## config.mk

```make
export PLATFORM = sky130hd
export DESIGN_NAME = dmx_frame_sequencer
export DESIGN_NICKNAME = d
export VERILOG_FILES = /design/src/rtl/dmx_frame_sequencer.sv
export SDC_FILE = /design/constraint.sdc
export NUM_CORES = 1
export LEC_CHECK = 0
export CAP_MARGIN = 20
export CORE_ASPECT_RATIO = 1.75
export CORE_UTILIZATION = 51
export CTS_CLUSTER_SIZE = 16
export DETAILED_ROUTE_END_ITERATION = 10
export GPL_ROUTABILITY_DRIVEN = 0
export PLACE_DENSITY = 0.78
export SLEW_MARGIN = 20
export SYNTH_ARGS = -nofsm -noshare
export SYNTH_HDL_FRONTEND = slang
export SYNTH_SLANG_ARGS = --single-unit
```

## constraint.sdc

```tcl
create_clock -name CLK12 -period 3.85 [get_ports CLK12]
set_input_delay 0.9625 -clock CLK12 [delete_from_list [all_inputs] [get_ports CLK12]]
set_output_delay 0.9625 -clock CLK12 [all_outputs]
set_load 0.01 [all_outputs]
```

## src/rtl/dmx_frame_sequencer.sv

```systemverilog
// DMX512 frame sequencer: emits BREAK, MAB, start code, N slot bytes and an
// inter-frame mark, fetching slot bytes from an external one-cycle-latency memory.
//
// Ports:
//   CLK12      - system clock, all logic on rising edge
//   RESET      - synchronous active-high reset
//   enable     - level; frames are sent back-to-back while high
//   num_slots  - slots per frame (clamped to 512), sampled at frame start
//   start_code - start-code byte, sampled at frame start
//   slot_rd    - one-cycle read strobe to slot memory
//   slot_addr  - slot index 0..511, held between strobes
//   slot_data  - slot value, valid exactly one cycle after slot_rd
//   dmx_data   - registered line level (1 = mark/idle)
//   busy       - high whenever not idle
//   frame_done - one-cycle pulse after the last stop bit of a frame
module dmx_frame_sequencer #(
    parameter int unsigned CLK_HZ     = 12_000_000,
    parameter int unsigned BAUD       = 250_000,
    parameter int unsigned BREAK_BITS = 24,
    parameter int unsigned MAB_BITS   = 3,
    parameter int unsigned MTBF_BITS  = 2
) (
    input  logic       CLK12,
    input  logic       RESET,
    input  logic       enable,
    input  logic [9:0] num_slots,
    input  logic [7:0] start_code,
    output logic       slot_rd,
    output logic [8:0] slot_addr,
    input  logic [7:0] slot_data,
    output logic       dmx_data,
    output logic       busy,
    output logic       frame_done
);

    // BIT_CYCLES must be at least 2 so the slot capture lands inside the start bit.
    localparam int unsigned BIT_CYCLES = CLK_HZ / BAUD;
    localparam int unsigned TMR_W      = (BIT_CYCLES > 2) ? $clog2(BIT_CYCLES) : 1;
    localparam int unsigned BYTE_BITS  = 11;
    localparam int unsigned BN_MAX_A   = (BREAK_BITS > MAB_BITS) ? BREAK_BITS : MAB_BITS;
    localparam int unsigned BN_MAX_B   = (MTBF_BITS > BYTE_BITS) ? MTBF_BITS : BYTE_BITS;
    localparam int unsigned BN_MAX     = (BN_MAX_A > BN_MAX_B) ? BN_MAX_A : BN_MAX_B;
    localparam int unsigned BN_W       = $clog2(BN_MAX);

    typedef enum logic [2:0] {
        S_IDLE,
        S_BREAK,
        S_MAB,
        S_BYTE,
        S_MTBF
    } state_t;

    state_t            state, state_nx;
    logic [TMR_W-1:0]  tmr, tmr_nx;
    logic [BN_W-1:0]   bit_num, bit_nx;
    logic [9:0]        byte_idx, byte_nx;
    logic [9:0]        slots_q;
    logic [7:0]        sc_q;
    logic [7:0]        slot_q;

    logic              bit_end;
    logic              frame_start;
    logic              capture_now;
    logic [9:0]        slots_clamped;
    logic [7:0]        cur_byte;

    logic              dmx_d;
    logic              rd_d;
    logic [8:0]        addr_d;
    logic              done_d;
    logic              busy_d;

    assign bit_end       = (tmr == TMR_W'(BIT_CYCLES - 1));
    assign frame_start   = (state_nx == S_BREAK) && (state != S_BREAK);
    assign slots_clamped = (num_slots > 10'd512) ? 10'd512 : num_slots;
    // Memory data is valid in the second clock of a slot byte's start bit.
    assign capture_now   = (state == S_BYTE) && (bit_num == '0) &&
                           (tmr == TMR_W'(1)) && (byte_idx != '0);

    // State register
    always_ff @(posedge CLK12) begin
        if (RESET) begin
            state <= S_IDLE;
        end else begin
            state <= state_nx;
        end
    end

    // Next state and bit/byte timing; the bit timer restarts at every state entry
    always_comb begin
        state_nx = state;
        tmr_nx   = tmr + TMR_W'(1);
        bit_nx   = bit_num;
        byte_nx  = byte_idx;
        if (bit_end) begin
            tmr_nx = '0;
            bit_nx = bit_num + BN_W'(1);
        end
        case (state)
            S_IDLE: begin
                tmr_nx  = '0;
                bit_nx  = '0;
                byte_nx = '0;
                if (enable) begin
                    state_nx = S_BREAK;
                end
            end
            S_BREAK: begin
                if (bit_end && bit_num == BN_W'(BREAK_BITS - 1)) begin
                    state_nx = S_MAB;
                    bit_nx   = '0;
                end
            end
            S_MAB: begin
                if (bit_end && bit_num == BN_W'(MAB_BITS - 1)) begin
                    state_nx = S_BYTE;
                    bit_nx   = '0;
                    byte_nx  = '0;
                end
            end
            S_BYTE: begin
                if (bit_end && bit_num == BN_W'(BYTE_BITS - 1)) begin
                    bit_nx = '0;
                    if (byte_idx == slots_q) begin
                        state_nx = S_MTBF;
                    end else begin
                        byte_nx = byte_idx + 10'd1;
                    end
                end
            end
            S_MTBF: begin
                if (bit_end && bit_num == BN_W'(MTBF_BITS - 1)) begin
                    bit_nx   = '0;
                    byte_nx  = '0;
                    state_nx = enable ? S_BREAK : S_IDLE;
                end
            end
            default: begin
                state_nx = S_IDLE;
                tmr_nx   = '0;
                bit_nx   = '0;
                byte_nx  = '0;
            end
        endcase
    end

    // Timing counters and latched frame parameters
    always_ff @(posedge CLK12) begin
        if (RESET) begin
            tmr      <= '0;
            bit_num  <= '0;
            byte_idx <= '0;
            slots_q  <= '0;
            sc_q     <= '0;
            slot_q   <= '0;
        end else begin
            tmr      <= tmr_nx;
            bit_num  <= bit_nx;
            byte_idx <= byte_nx;
            if (frame_start) begin
                slots_q <= slots_clamped;
                sc_q    <= start_code;
            end
            if (capture_now) begin
                slot_q <= slot_data;
            end
        end
    end

    // Bypass keeps the first data bit correct even when the capture edge ends bit 0.
    assign cur_byte = (byte_nx == '0) ? sc_q : (capture_now ? slot_data : slot_q);

    // Output decode from the upcoming state so every output is registered
    always_comb begin
        dmx_d  = 1'b1;
        rd_d   = 1'b0;
        addr_d = slot_addr;
        done_d = (state == S_BYTE) && (state_nx == S_MTBF);
        busy_d = (state_nx != S_IDLE);
        case (state_nx)
            S_BREAK: dmx_d = 1'b0;
            S_BYTE: begin
                if (bit_nx == '0) begin
                    dmx_d = 1'b0;
                end else if (bit_nx <= BN_W'(8)) begin
                    dmx_d = cur_byte[3'(bit_nx - BN_W'(1))];
                end
                if (bit_nx == '0 && tmr_nx == '0 && byte_nx != '0) begin
                    rd_d   = 1'b1;
                    addr_d = 9'(byte_nx - 10'd1);
                end
            end
            default: dmx_d = 1'b1;
        endcase
    end

    // Output register
    always_ff @(posedge CLK12) begin
        if (RESET) begin
            dmx_data   <= 1'b1;
            slot_rd    <= 1'b0;
            slot_addr  <= '0;
            frame_done <= 1'b0;
            busy       <= 1'b0;
        end else begin
            dmx_data   <= dmx_d;
            slot_rd    <= rd_d;
            slot_addr  <= addr_d;
            frame_done <= done_d;
            busy       <= busy_d;
        end
    end

endmodule

```

==> flow_summary.toml <==
[outcome]
status = "finished, final reports clean"

[routing]
drt-initial-drc-count = 189
wl_met1_mm = 3.45
wire_per_inst_um = 15.9
routed-via-count = 3370
drc = 0
routed_wl_mm = 9.11
dr_wl_met2_mm = 4.85
first_pass_iters = 4
via_per_inst = 5.87
ant_nets = 0
dr_wl_met3_um = 332
topRoutingLayerUsed = "met4"

[worst_setup_path]
path_cells = "ha_2, and4b_2, a41oi_2, o21bai_4, o211ai_1, mux2_2, inv_1, ha_1, o221ai_1, a2111o_1, or2_4, o31a_1, a31oi_1, nand3_1"
worstPathRequired_ps = 4070
critPathKind = "reg2reg"
critPathSlowestCell = "dfxtp_1"
cpPeakStageDelay_ps = 390
path_max_fanout = 10
startpoint_type = "flop"
cp.arrival_ps = 3800
crit_path_end_kind = "flop"
rr_startpoint = "tmr[0]$_SDFF_PP0_"
crit_start = "tmr[0]$_SDFF_PP0_"

[synthesis]
async_flop_share_pct = 0
synth_edf_count = 0
synth_cell_types = 73
synth_seq_cells = 63
synth_fp_nets = 473
syn_inst = 432
syn-cell-area_um2 = 3670
avgSynthCellArea_um2 = 8.50
seq_area_frac_synth_pct = 34.3
synth_warnings = 0
synth_ff_type = "dfxtp_1"

[placement]
pre_cts_ws_ps = 45.6
hpwl_mm = 6.77
io_buffer_count = 41
place_area_um2 = 4170

[global_routing]
track_usage_pct = 26.2
grt_start_max_net_pins = 56
grt_pass1_wl_mm = 15.0
grt_pass1_vias = 3313
gr-total-overflow = 0
antenna_found_initial = 0

[die]
start_util_pct = 53.2
fp.dieArea_um2 = 7560
die_y_um = 114
pin_count = 42
die_w_um = 66.1
core_area_um2 = 6910
rows = 40

[layout]
area_growth_pct = 22.5
nets = 526
finish.instance_area_um2 = 4500
drive_gt1_share_pct = 12.4
antenna_cells = 0
fillerInstances = 582
final_util_pct = 65.1

[cts]
clkSinkCount = 63
cts_made_buffers = 9
htreeDepth = 3
clock_latency_ps = 340
cts_tree = "built"
cts_root_buf = "clkbuf_16"
cts_buffer_depth = 2
cts_hold_buf = 0
clkTransAtPathRegs_ps = 50

[worst_hold_path]
hold_start = "sc_q[4]$_SDFFE_PP0P_"
hold_path_class = "reg2reg"

[timing]
finClkSkew_ps = 4.44
drv_slew = 0
max_freq_mhz = 279
setup_viol = 0
tightest_slew_ps = 703
rsz0062_at_grt = "false"
min_period_ps = 3580
setup_tns_ps = 0
layout_setup_ws_ps = 270
finalCritPeriodShare_pct = 93.0
max-slew-margin-rel_pct = 53.2
hold_viol = 0

[pwr]
max-vdd-ir-drop_mv = 0.377
static-leakage-power_nw = 1.75
cellPowerDensity_nw_per_um2 = 354

[run]
drv_cap = 0
## Yosys cell counts, types with 7 or more instances
| master | instances | area [um2] |
|---|---|---|
| nor3_1 | 12 | 60.1 |
| mux2i_1 | 18 | 180 |
| nand2b_1 | 7 | 43.8 |
| and3_1 | 9 | 56.3 |
| nand2_1 | 40 | 150 |
| nor4_1 | 8 | 50.1 |
| dfxtp_1 | 63 | 1260 |
| a21oi_1 | 29 | 145 |
| xor2_1 | 19 | 166 |
| nand3_1 | 24 | 120 |
| clkbuf_1 | 9 | 33.8 |
| xnor2_1 | 12 | 105 |
| nand4_1 | 8 | 50.1 |
| inv_1 | 15 | 56.3 |
| ha_1 | 12 | 150 |
| nor2_1 | 51 | 191 |
## placed cells by master (no fill, tap or decap), drive strengths merged, types with 4 or more instances in the layout
cell type | netlist | final
dfxtp | 63 | 63
nor2 | 52 | 52
nand2 | 41 | 41
clkdlybuf4s50 | 0 | 40
a21oi | 29 | 29
nand3 | 26 | 26
buf | 6 | 21
xor2 | 20 | 20
mux2i | 18 | 18
inv | 15 | 15
nor3 | 13 | 13
xnor2 | 12 | 12
ha | 12 | 12
and3 | 10 | 10
clkbuf | 9 | 10
nor4 | 10 | 10
nand4 | 8 | 8
nand2b | 7 | 7
nand3b | 6 | 6
a31oi | 5 | 5
clkinv | 1 | 5
o21ai | 4 | 4
nor2b | 4 | 4
or2 | 4 | 4
## worst paths after layout
path | endpoint | slack, ps | cells past startpoint
worst max-delay path | dmx_data$_SDFF_PP1_ | 270 | 14
worst min-delay path | sc_q[4]$_SDFFE_PP0P_ | 450 | 2
worst max register to register | dmx_data$_SDFF_PP1_ | 270 | 14
worst min register to register | sc_q[4]$_SDFFE_PP0P_ | 450 | 2
## worst max-delay path: cells and delay by family (launching register included)
kind / cells / cell delay [ps]
AOI/OAI and AO/OA: 7 / 1470
buffers and inverters: 1 / 120
and+or+nand+nor: 3 / 750
DFF: 1 / 390
muxes: 1 / 310
adders and majority gates: 2 / 420
## flip-flops by register name, summed over array words and instances, names as in the netlist, 3 cells and up
name and count:
byte_idx 10, slots_q 10, slot_addr 9, sc_q 8, slot_q 8, tmr 6
bit_num 5, state 3
## where the power goes
group | leakage, nW | internal (mW) | switching [mW] | total (mW)
clock | 0.142 | 0.498 | 0.291 | 0.789
combinational | 1.10 | 0.0597 | 0.0688 | 0.128
sequential | 0.510 | 0.666 | 0.00913 | 0.675
total | 1.75 | 1.22 | 0.369 | 1.59
## stage by stage
step | total power [mW] | std cells | hold slack [ps]
6_report | 1.59 | 574 | 450
5_1_grt | 1.65 | 574 | 465
4_1_cts | 1.60 | 570 | 449
3_5_place_dp | 0.817 | 554 | 442
3_3_place_gp | 0.813 | 554 | 441
2_1_floorplan | 0.760 | 432 | 431
## layer usage
metal  global-route usage (%)  vias to the layer above
met5                        0                        -
met1                     25.5                     1601
li1                         -                     1642
met3                     5.28                       32
met4                     17.7                        0
met2                     47.9                       95
## kinds of logic (layout without fill, tap and decap cells)
group,after synthesis,count (layout),share of synthesized area [%]
DFF,63,63,34.3
muxes,19,19,5.21
AOI/OAI and AO/OA,70,70,14.2
xor gates and xnor gates,32,32,7.84
buffers and inverters,35,93,5.25
and+or+nand+nor,201,201,29.1
adders and majority gates,12,12,4.09
## area by class of cell
class / count / area (um2) / share of cell area (%)
multi-input combinational: 334 / 2220 / 49.5
sequential: 63 / 1260 / 28.0
timing repair buffer: 61 / 556 / 12.4
clock buffer: 10 / 229 / 5.09
tap: 84 / 105 / 2.34
clock inverter: 6 / 61.3 / 1.36
inverter: 16 / 60.1 / 1.34
## repair_timing
| action | CTS | global route |
|---|---|---|
| resized for setup | 0 | 3 |
| endpoints found under the setup margin | 0 | 10 |
| setup buffers | 0 | 4 |
| hold endpoints to repair | 0 | 0 |
No activity file was read; power rests on OpenSTA's default activity.
